### config.mk
export PLATFORM = sky130hd
export DESIGN_NAME = regfile_wb_arbiter
export DESIGN_NICKNAME = d
export VERILOG_FILES = /design/src/rtl/regfile_wb_arbiter.sv
export SDC_FILE = /design/constraint.sdc
export NUM_CORES = 1
export LEC_CHECK = 0
export ABC_AREA = 1
export CAP_MARGIN = 10
export CORE_MARGIN = 2
export CORE_UTILIZATION = 46
export CTS_CLUSTER_SIZE = 25
export DETAILED_ROUTE_END_ITERATION = 12
export PLACE_DENSITY = 0.82
export SETUP_SLACK_MARGIN = 0.2
export SYNTH_ARGS = -nofsm -noshare
export SYNTH_HDL_FRONTEND = slang
export SYNTH_SLANG_ARGS = --single-unit
### constraint.sdc
create_clock -name clk -period 2.8 [get_ports clk]
set_input_delay 0.28 -clock clk [delete_from_list [all_inputs] [get_ports clk]]
set_output_delay 0.28 -clock clk [all_outputs]
set_load 0.02 [all_outputs]
### src/rtl/regfile_wb_arbiter.sv
// Write-back arbiter for the integer register file: ALU results take priority over a
// small FIFO of long-latency results, and a busy scoreboard drives the issue stall.
module regfile_wb_arbiter #(
  parameter int XLEN     = 32,
  parameter int LU_DEPTH = 2
) (
  input  logic            clk,
  input  logic            rst,
  input  logic            issue_valid,
  input  logic [4:0]      issue_rs1,
  input  logic [4:0]      issue_rs2,
  input  logic [4:0]      issue_rd,
  input  logic            issue_long,
  output logic            issue_stall,
  input  logic            alu_wb_valid,
  input  logic [4:0]      alu_wb_rd,
  input  logic [XLEN-1:0] alu_wb_data,
  input  logic            lu_valid,
  output logic            lu_ready,
  input  logic [4:0]      lu_rd,
  input  logic [XLEN-1:0] lu_data,
  output logic            reg_write,
  output logic [4:0]      rd,
  output logic [XLEN-1:0] result,
  output logic [31:0]     busy_mask
);

  localparam int PW = (LU_DEPTH > 1) ? $clog2(LU_DEPTH) : 1;
  localparam int CW = $clog2(LU_DEPTH + 1);

  typedef struct packed {
    logic [4:0]      rd;
    logic [XLEN-1:0] data;
  } lu_entry_t;

  lu_entry_t         fifo_mem [LU_DEPTH];
  logic [PW-1:0]     wr_ptr, rd_ptr;
  logic [CW-1:0]     count;
  logic [31:0]       busy, busy_next;
  logic              wb_from_lu;

  logic              fifo_full, fifo_empty, push, pop, alu_used;
  logic              pend_rs1, pend_rs2, issue_fire;
  lu_entry_t         head;
  logic              reg_write_next, wb_from_lu_next;
  logic [4:0]        rd_next;
  logic [XLEN-1:0]   result_next;

  assign fifo_full  = (count == CW'(LU_DEPTH));
  assign fifo_empty = (count == '0);
  assign lu_ready   = !fifo_full;
  assign push       = lu_valid && lu_ready;
  assign alu_used   = alu_wb_valid && (alu_wb_rd != 5'd0);
  assign pop        = !alu_used && !fifo_empty;
  assign head       = fifo_mem[rd_ptr];

  // A write still in the output register has not reached the register file yet.
  assign pend_rs1    = reg_write && (rd == issue_rs1) && (issue_rs1 != 5'd0);
  assign pend_rs2    = reg_write && (rd == issue_rs2) && (issue_rs2 != 5'd0);
  assign issue_stall = issue_valid &&
                       (busy[issue_rs1] || busy[issue_rs2] || busy[issue_rd] ||
                        pend_rs1 || pend_rs2);
  assign issue_fire  = issue_valid && !issue_stall;
  assign busy_mask   = busy;

  // NOTE: every variable driven here gets a default first, so no latch is inferred.
  always_comb begin
    busy_next = busy;
    if (reg_write && wb_from_lu) busy_next[rd] = 1'b0;
    if (issue_fire && issue_long && (issue_rd != 5'd0)) busy_next[issue_rd] = 1'b1;
    busy_next[0] = 1'b0;
  end

  always_comb begin
    reg_write_next  = 1'b0;
    wb_from_lu_next = 1'b0;
    rd_next         = rd;
    result_next     = result;
    if (alu_used) begin
      reg_write_next = 1'b1;
      rd_next        = alu_wb_rd;
      result_next    = alu_wb_data;
    end else if (pop && (head.rd != 5'd0)) begin
      // A popped x0 result is discarded: no write, output fields hold.
      reg_write_next  = 1'b1;
      wb_from_lu_next = 1'b1;
      rd_next         = head.rd;
      result_next     = head.data;
    end
  end

  // NOTE: sequential state uses non-blocking assignments so all registers see
  // pre-edge values regardless of statement order.
  always_ff @(posedge clk) begin
    if (rst) begin
      busy       <= '0;
      wr_ptr     <= '0;
      rd_ptr     <= '0;
      count      <= '0;
      reg_write  <= 1'b0;
      rd         <= '0;
      result     <= '0;
      wb_from_lu <= 1'b0;
    end else begin
      busy       <= busy_next;
      reg_write  <= reg_write_next;
      rd         <= rd_next;
      result     <= result_next;
      wb_from_lu <= wb_from_lu_next;
      if (push) wr_ptr <= wr_ptr + PW'(1);
      if (pop)  rd_ptr <= rd_ptr + PW'(1);
      case ({push, pop})
        2'b10:   count <= count + CW'(1);
        2'b01:   count <= count - CW'(1);
        default: count <= count;
      endcase
    end
  end

  // NOTE: the storage array is not reset; the pointers and count define which
  // entries are valid, so stale contents are never observed.
  always_ff @(posedge clk) begin
    if (push) fifo_mem[wr_ptr] <= '{rd: lu_rd, data: lu_data};
  end

endmodule

==> flow_summary.json, run 1 <==
{
  "path_class": "in -> out",
  "antenna_left": 0,
  "clock_sinks": 149,
  "synth_top_area_cell": "edfxtp_1",
  "setup_tns_ns": 0,
  "cts-htree-levels": 4,
  "die_h_um": 132,
  "start_util": 0.472,
  "fmax_mhz": 427,
  "cts_setup_buffers": 0,
  "wl_per_cell_um": 17.0,
  "critPathLaunchType": "input port",
  "finalHoldViolations": 0,
  "synth_top_flop_cell": "dfxtp_1",
  "ir_worst_vdd_mv": 0.469,
  "post-route-min-period_ns": 2.34,
  "drv_slew": 0,
  "worst-path-max-fanout": 17,
  "ys_seq_area_frac": 0.497,
  "grt_antenna_before_repair": 0,
  "clk_pin_slew_ns": 0.06,
  "setup_viol": 0,
  "worst_pin_slew_ns": 0.885,
  "worstHoldStart": "lu_data[7]",
  "grt_pass1_wl_um": 35200,
  "dr_total_vias": 6964,
  "synth_area_per_cell_um2": 8.41,
  "dpl.hpwl_um": 15500,
  "routed_wl_um": 21900,
  "netlist.area_leader.share": 0.297,
  "die_w_um": 132,
  "yosysMostFrequentCell": "nand2_1",
  "power_leakage_nw": 3.88,
  "insertedDiodeCount": 0,
  "fin_crit_sh": 0.837,
  "regToRegEndpoint": "result[21]$_SDFFE_PP0P_",
  "clk_latency_ns": 0.42,
  "drt-vias-per-instance": 5.41,
  "hp-class": "in -> reg",
  "drt-pass1-iter-count": 6,
  "top_layer": "met4",
  "clock_skew_ns": 0.00756,
  "slew_headroom": 0.410,
  "power.density_nw_per_um2": 658,
  "arrival_ns": 2.06,
  "rows": 46,
  "cts_made_buffers": 17,
  "synth_area_leaders": "edfxtp_1, dfxtp_1, nand2_1",
  "setup.worst_path.end_class": "primary output",
  "drt_iter0_markers": 599,
  "grt_util_all_layers": 0.253,
  "grt_overflow": 0,
  "routed-wl-met2_um": 10400,
  "drive_above_1_share": 0.134,
  "r2r_slack_ns": 0.61,
  "synth_nets": 987,
  "place.gp.congestion": 0.964,
  "maxCapViolations": 0,
  "yosysUniqueCellTypes": 31,
  "hold_depth": 1,
  "netlist_area_um2": 7490,
  "final_util": 0.635,
  "synthTopCellsByCount": "nand2_1, dfxtp_1, edfxtp_1, a21oi_1, mux2_2",
  "dieArea_um2": 17300,
  "outcome": "complete, no violations",
  "rsz0062_at_grt": "no",
  "synthCells": 891,
  "reg2reg_depth": 9,
  "synthArstFlopShare": 0,
  "cts_root_buffer": "clkbuf_16",
  "syn_to_final_growth_pct": 34.6,
  "route.detailed.drc": 0,
  "cts_buffer_depth": 2,
  "io-pin-count": 167,
  "wl_met1_um": 8730,
  "ys_ff_latch": 149,
  "min_to": "fifo_mem[0][7]$_DFFE_PP_",
  "first_global_vias": 6813,
  "wl_met3_um": 2200,
  "grt_max_degree": 44,
  "fin_nets": 1154,
  "yosys_warnings": 0,
  "cts_tree": "yes",
  "cp_data_required_time_ns": 2.52,
  "port_buffers": 165,
  "ctsHoldBuffers": 0,
  "synth-edff-count": 74,
  "coreArea_um2": 15900
}
-- registers in the layout, indices dropped and copies added, names as in the netlist, named ones only --
signal,cells
fifo_mem,74
rd_ptr,1
rd,5
wr_ptr,1
wb_from_lu,1
count,2
reg_write,1
result,32
busy_mask,31
-- kinds of logic after synthesis --
| family | count (synthesis) | share of synthesized area |
|---|---|---|
| simple gates | 433 | 0.242 |
| flops | 149 | 0.497 |
| compound gates | 122 | 0.0837 |
| buf+inv | 116 | 0.0728 |
| mux | 69 | 0.103 |
| fa+ha+maj | 1 | 0.00167 |
| other cells | 1 | 0.000500 |
-- worst max-delay path, cell delays in order --
cell	delay [ns]
clkdlybuf4s50_1	0.47
buf_12	0.18
inv_4	0.14
nand2_1	0.08
nand3_1	0.08
nand3_1	0.08
nand2_1	0.06
nand2_1	0.04
nand2_1	0.05
nand2_1	0.04
nand2_1	0.10
nor2_4	0.06
a21boi_0	0.17
clkbuf_2	0.20
-- cells in the final DEF (no fill, tap or decap), types with 3 or more instances in the layout --
cell             count
nand2_1            273
o21ai_0             39
nand4_1             31
nor2_4               3
nor2_1              52
clkdlybuf4s50_1    162
clkbuf_1             3
clkinv_4             3
clkbuf_16           17
bufinv_16            4
mux2i_1              5
buf_12               5
nand3_1             60
o21bai_1             3
dfxtp_2              3
inv_2                3
buf_4               28
mux2_2              64
inv_1               59
edfxtp_1            74
nor3_1               9
a21oi_1             73
dfxtp_1             72
-- power by group --
part / internal [mW] / total, mW / switching, mW
sequential: 2.55 / 2.70 / 0.143
clock: 1.55 / 2.42 / 0.877
combinational: 0.688 / 1.52 / 0.830
total: 4.79 / 6.64 / 1.85
-- what timing repair did --
action                                  4_1_cts  5_1_grt
pin swaps                                     0        0
endpoints found under the setup margin        1        1
gates resized for setup                       2        5
hold endpoints to repair                      0        0
-- layer usage --
metal / vias to the layer above / GRT usage
met1: 3195 / 0.319
li1: 3336 / -
met2: 379 / 0.415
met5: - / 0
met4: 0 / 0.0918
met3: 54 / 0.0710
-- worst max path at each step --
stage | slack [ns] | start | end
global route | 0.28 | issue_rs2[0] | issue_stall
global placement | 0.04 | issue_rd[1] | issue_stall
finish | 0.46 | issue_rs2[0] | issue_stall
CTS | 0.25 | issue_rd[1] | issue_stall
floorplan | 0.63 | count[0]$_SDFFE_PP0P_ | fifo_mem[1][0]$_DFFE_PP_
detailed placement | 0.03 | issue_rd[1] | issue_stall
-- stage by stage --
stage | setup WS, ns | std cells | hold slack [ns] | area, µm² | power, mW
6_report | 0.457 | 1287 | 0.442 | 10100 | 6.64
5_1_grt | 0.283 | 1287 | 0.435 | 10100 | 6.91
4_1_cts | 0.247 | 1287 | 0.429 | 10100 | 6.66
3_5_place_dp | 0.0325 | 1255 | 0.456 | 9460 | 4.24
3_3_place_gp | 0.0393 | 1255 | 0.449 | 9460 | 4.19
2_1_floorplan | 0.632 | 891 | 0.379 | 7500 | 3.63
-- final cells by class --
class / instances / area (µm²)
fill: 1310 / 5800
sequential: 149 / 3730
clock inverter: 10 / 169
inverter: 66 / 253
timing repair buffer: 198 / 1950
multi-input combinational: 626 / 3250
tap: 216 / 270
clock buffer: 22 / 464
(Power assumes the default switching activity.)
==> run 2, diff against run 1 <==
--- a/config.mk
+++ b/config.mk
@@ -8,10 +8,10 @@
 export ABC_AREA = 1
 export CAP_MARGIN = 10
 export CORE_MARGIN = 2
-export CORE_UTILIZATION = 46
+export CORE_UTILIZATION = 50
 export CTS_CLUSTER_SIZE = 25
 export DETAILED_ROUTE_END_ITERATION = 12
-export PLACE_DENSITY = 0.82
+export PLACE_DENSITY = 0.84
 export SETUP_SLACK_MARGIN = 0.2
 export SYNTH_ARGS = -nofsm -noshare
 export SYNTH_HDL_FRONTEND = slang
==> constraint.sdc (replaced) <==
create_clock -name clk -period 2.3 [get_ports clk]
set_input_delay 0.23 -clock clk [delete_from_list [all_inputs] [get_ports clk]]
set_output_delay 0.23 -clock clk [all_outputs]
set_load 0.02 [all_outputs]
==> run 2 against run 1 <==
  * Sequential share of layout area down 0.58 points
  * Worst setup slack worse by 0.23 ns
  * Via count up 2.5%
  * Count of clock-buffer cells in the layout down 3
  * Critical endpoint unchanged
  * Global-route usage up 3.1 points
  * Worst hold slack worse by 0.13 ns
==> flow_summary.json, run 2 (same netlist as run 1, synthesis figures left out) <==
{
  "cts_root_buffer": "clkbuf_16",
  "clock_sinks": 149,
  "critPathLaunchType": "flop",
  "arrival_ns": 1.85,
  "multi_input_area_um2": 3300,
  "critPathBufInv": 1,
  "path_class": "reg -> out",
  "setup_viol": 0,
  "fill_cells": 1065,
  "reg2reg_depth": 10,
  "insertedDiodeCount": 0,
  "grt_overflow": 0,
  "clk_pin_slew_ns": 0.06,
  "max_stage_delay_ns": 0.36,
  "power_leakage_nw": 4.04,
  "r2r_slack_ns": 0.29,
  "wl_per_cell_um": 17.7,
  "io-pin-count": 167,
  "antenna_left": 0,
  "start_util": 0.514,
  "fmax_mhz": 482,
  "cp_data_required_time_ns": 2.07,
  "setup.worst_path.end_class": "primary output",
  "cts_tree": "yes",
  "post-place-ws_ns": -0.342,
  "routed_wl_um": 22700,
  "cts_buffer_depth": 2,
  "fin_crit_sh": 0.902,
  "critical_path_depth": 9,
  "port_buffers": 165,
  "route.detailed.drc": 0,
  "cts_made_buffers": 17,
  "r2r-start": "rd[2]$_SDFFE_PP0P_",
  "drt-vias-per-instance": 5.56,
  "ctsHoldBuffers": 0,
  "grt_pass1_wl_um": 35800,
  "first_global_vias": 7037,
  "place_inst": 1246,
  "coreArea_um2": 14600,
  "dieArea_um2": 16000,
  "syn_to_final_growth_pct": 37.5,
  "ir_worst_vdd_mv": 0.628,
  "place.gp.congestion": 0.994,
  "clk_latency_ns": 0.42,
  "outcome": "complete, no violations",
  "post-route-min-period_ns": 2.08,
  "power.density_nw_per_um2": 762,
  "clock_skew_ns": 0.0109,
  "die_w_um": 126,
  "worstSetupStartpoint": "rd[2]$_SDFFE_PP0P_",
  "maxCapViolations": 0,
  "layout_common_cells": "nand2_1, clkdlybuf4s50_1, edfxtp_1, a21oi_1, dfxtp_1",
  "top_register": "fifo_mem",
  "grt_util_all_layers": 0.284,
  "rows": 44,
  "regToRegEndpoint": "busy_mask[30]$_SDFF_PP0_",
  "endpoint": "issue_stall",
  "grt_max_degree": 76,
  "finalHoldViolations": 0,
  "hp-class": "in -> reg",
  "drive_above_1_share": 0.173,
  "setup_ws_ns": 0.225,
  "worst-path-max-fanout": 4,
  "rsz0062_at_grt": "yes",
  "crit_family": "simple AND/OR/NAND/NOR gates",
  "fin_nets": 1183,
  "grt_antenna_before_repair": 0,
  "drv_slew": 0,
  "fin_cells": 1284,
  "layout_commonest_cell": "nand2_1",
  "whs_ns": 0.312,
  "dpl.hpwl_um": 15600,
  "drt-pass1-iter-count": 5,
  "cts-htree-levels": 4,
  "drt_iter0_markers": 703,
  "cp_slowest_cell": "dfxtp_4",
  "largest_register_ffs": 74,
  "dr_total_vias": 7135,
  "crit_chain": "nor2_4 -> nand2_2 -> a21oi_2 -> nor2_2 -> nor2_2 -> nand3_2 -> nor2_4 -> a21boi_2 -> buf_6",
  "register_area_um2": 3750,
  "die_h_um": 126
}
[run 2: layout make-up]
class	instances	area share
multi-input combinational	626	0.320
inverter	66	0.0248
tap	184	0.0223
clock buffer	19	0.0430
clock inverter	13	0.0106
timing repair buffer	227	0.216
sequential	149	0.364
[run 2: tightest hold or removal path, cell delays in order]
cell	delay, ns
buf_2	0.11
buf_12	0.20
a21oi_1	0.14
[run 2: worst min path at each step]
stage,start,to,slack [ns],cells past startpoint
floorplan,lu_data[0],fifo_mem[0][0]$_DFFE_PP_,0.33,0
global placement,result[24]$_SDFFE_PP0P_,result[24]$_SDFFE_PP0P_,0.45,2
detailed placement,result[30]$_SDFFE_PP0P_,result[30]$_SDFFE_PP0P_,0.46,2
CTS,rst,result[1]$_SDFFE_PP0P_,0.31,3
global route,rst,result[13]$_SDFFE_PP0P_,0.32,3
finish,rst,result[30]$_SDFFE_PP0P_,0.31,3
[run 2: report_power, final]
part / total (mW) / leakage (nW) / switching, mW / internal, mW
registers: 3.29 / 1.31 / 0.177 / 3.11
clock network: 2.57 / 0.262 / 1.07 / 1.51
logic: 1.99 / 2.47 / 1.06 / 0.929
total: 7.85 / 4.04 / 2.31 / 5.55
[run 2: repair_timing]
action	4_1_cts	5_1_grt
pin swaps	5	5
gates cloned	0	0
endpoints found under the setup margin	2	12
setup buffers	1	5
resized for setup	27	16
[run 2: stage by stage]
stage               cell area [µm²]  setup TNS, ns   util  power (mW)
finish                        10300              0  0.706        7.85
global route                  10300              0  0.706        8.18
CTS                           10200              0  0.701        7.83
detailed placement             9610          -2.59  0.659        5.22
global placement               9610          -2.22  0.659        5.16
floorplan                      7500              0      -        4.42
[run 2: routing by layer]
| layer | up-vias | track usage | wire length [µm] |
|---|---|---|---|
| li1 | 3386 | - | - |
| met1 | 3313 | 0.345 | 8800 |
| met2 | 361 | 0.466 | 10800 |
| met3 | 75 | 0.0789 | 2110 |
| met4 | 0 | 0.137 | 944 |
| met5 | - | 0 | 0 |
==> run 3, diff against run 2 <==
--- a/config.mk
+++ b/config.mk
@@ -11,7 +11,8 @@
 export CORE_UTILIZATION = 50
 export CTS_CLUSTER_SIZE = 25
 export DETAILED_ROUTE_END_ITERATION = 12
-export PLACE_DENSITY = 0.84
+export DONT_BUFFER_PORTS = 1
+export PLACE_DENSITY = 0.7
 export SETUP_SLACK_MARGIN = 0.2
 export SYNTH_ARGS = -nofsm -noshare
 export SYNTH_HDL_FRONTEND = slang
==> run 3 against run 2 <==
  * Flip-flop and latch count unchanged
  * Critical endpoint unchanged
  * Cell count is 13% lower
  * Sequential power rose by 3%
  * Register-to-register slack improved by 0.11 ns
  * Worst hold slack got worse by 0.29 ns
  * Utilization is 9.9 points lower
  * Combinational power is 30% lower
  * Non-clock buffer count fell by 165
  * Wire length is 12% lower
==> flow_summary.json, run 3 (same netlist as run 1, synthesis figures left out) <==
{
  "outcome": "complete, no violations",
  "dpl.hpwl_um": 13400,
  "cts_buffer_depth": 2,
  "io-pin-count": 167,
  "max_stage_delay_ns": 0.36,
  "critPathBufInv": 1,
  "place.gp.congestion": 0.908,
  "antenna_left": 0,
  "grt_util_all_layers": 0.253,
  "clock_skew_ns": 0.00694,
  "path_common_cell": "nor2_4",
  "drt_iter0_markers": 516,
  "grt_max_degree": 76,
  "layout_commonest_cell": "nand2_1",
  "cts_tree": "yes",
  "drt-vias-per-instance": 5.65,
  "clk_pin_slew_ns": 0.06,
  "rsz0062_at_grt": "yes",
  "clk_latency_ns": 0.42,
  "top_register": "fifo_mem",
  "final_util": 0.607,
  "wl_per_cell_um": 17.8,
  "worstHoldStart": "lu_valid",
  "post-route-min-period_ns": 2.03,
  "min_to": "wr_ptr$_SDFFE_PP0P_",
  "coreArea_um2": 14600,
  "setup_tns_ns": 0,
  "cp_data_required_time_ns": 2.07,
  "arrival_ns": 1.80,
  "drive_above_1_share": 0.193,
  "fill_cells": 1269,
  "critPathLaunchType": "flop",
  "crit_chain": "nor2_4 -> nand2_2 -> a21oi_1 -> nor2_1 -> nor2_2 -> nand3_2 -> nor2_4 -> a21boi_2 -> buf_6",
  "power_leakage_nw": 3.40,
  "drt-pass1-iter-count": 5,
  "reg2reg_depth": 11,
  "power.density_nw_per_um2": 853,
  "insertedDiodeCount": 0,
  "routed_wl_um": 20000,
  "port_buffers": 0,
  "largest_register_ffs": 74,
  "hp-class": "in -> reg",
  "r2r_slack_ns": 0.40,
  "cts_root_buffer": "clkbuf_16",
  "rows": 44,
  "fin_nets": 1019,
  "grt_overflow": 0,
  "cp_slowest_cell": "dfxtp_2",
  "syn_to_final_growth_pct": 18.2,
  "first_global_vias": 6218,
  "grt_antenna_before_repair": 0,
  "worst-path-max-fanout": 5,
  "dr_total_vias": 6330,
  "regToRegEndpoint": "busy_mask[11]$_SDFF_PP0_",
  "start_util": 0.514,
  "layout_common_cells": "nand2_1, edfxtp_1, a21oi_1, mux2_2, nand3_1",
  "drv_slew": 0,
  "power.total_mw": 7.56,
  "maxCapViolations": 0,
  "grt_pass1_wl_um": 32000,
  "setup_viol": 0,
  "die_h_um": 126,
  "r2r-start": "rd[3]$_SDFFE_PP0P_",
  "finalHoldViolations": 0,
  "crit_family": "simple AND/OR/NAND/NOR gates",
  "cts-htree-levels": 4,
  "cts_made_buffers": 17,
  "fmax_mhz": 492,
  "dieArea_um2": 16000,
  "route.detailed.drc": 0,
  "ir_worst_vdd_mv": 0.573,
  "register_area_um2": 3840,
  "fin_crit_sh": 0.884,
  "path_class": "reg -> out",
  "die_w_um": 126,
  "setup.worst_path.end_class": "primary output",
  "multi_input_area_um2": 3290,
  "hold_depth": 2,
  "clock_sinks": 149
}
==> run 3: report_power, final <==
part / internal (mW) / switching, mW / leakage (nW)
Sequential: 3.09 / 0.292 / 1.33
Combinational: 0.606 / 0.797 / 1.77
Clock: 1.66 / 1.12 / 0.297
Total: 5.35 / 2.21 / 3.40
==> run 3: per-layer routing <==
| layer | GRT usage | share of wire | wire length, µm |
|---|---|---|---|
| met4 | 0.101 | 0.022 | 431 |
| met1 | 0.330 | 0.41 | 8240 |
| met5 | 0 | 0 | 0 |
| met3 | 0.0683 | 0.089 | 1770 |
| met2 | 0.404 | 0.48 | 9540 |
==> run 3: timing repair <==
item,CTS,global route
hold endpoints to repair,149,0
resized for setup,43,37
hold buffers,38,0
setup buffers,2,1
pin swaps,1,5
cloned,1,0
setup endpoints to repair,1,36
==> run 3: worst max-delay path by stage <==
stage	slack, ns	from	cells after the start	to
6_report	0.27	rd[3]$_SDFFE_PP0P_	9	issue_stall
3_5_place_dp	0.21	rd[2]$_SDFFE_PP0P_	11	busy_mask[30]$_SDFF_PP0_
2_1_floorplan	0.13	count[0]$_SDFFE_PP0P_	4	fifo_mem[1][0]$_DFFE_PP_
5_1_grt	0.15	rd[1]$_SDFFE_PP0P_	11	issue_stall
3_3_place_gp	0.24	rd[2]$_SDFFE_PP0P_	11	busy_mask[26]$_SDFF_PP0_
4_1_cts	0.20	busy_mask[2]$_SDFF_PP0_	11	issue_stall
==> run 3: area by class of cell <==
type                    count  share of cell area
flip-flops and latches    149               0.433
multi-input cells         626               0.371
repair buffers             62              0.0717
clock buffers              21              0.0555
inverters                  66              0.0291
well taps                 184              0.0260
clock inverters            11              0.0126
repair inverters            1            0.000847
==> run 3: metrics by stage <==
step / cell area (µm²) / hold WS [ns] / worst slack, ns / cells
final: 8860 / 0.0212 / 0.267 / 1120
after global routing: 8860 / 0.0224 / 0.146 / 1120
after CTS: 8760 / 0.0109 / 0.203 / 1119
after detailed placement: 7670 / 0.305 / 0.213 / 1046
after global placement: 7670 / 0.306 / 0.236 / 1046
after floorplan: 7500 / 0.329 / 0.132 / 891
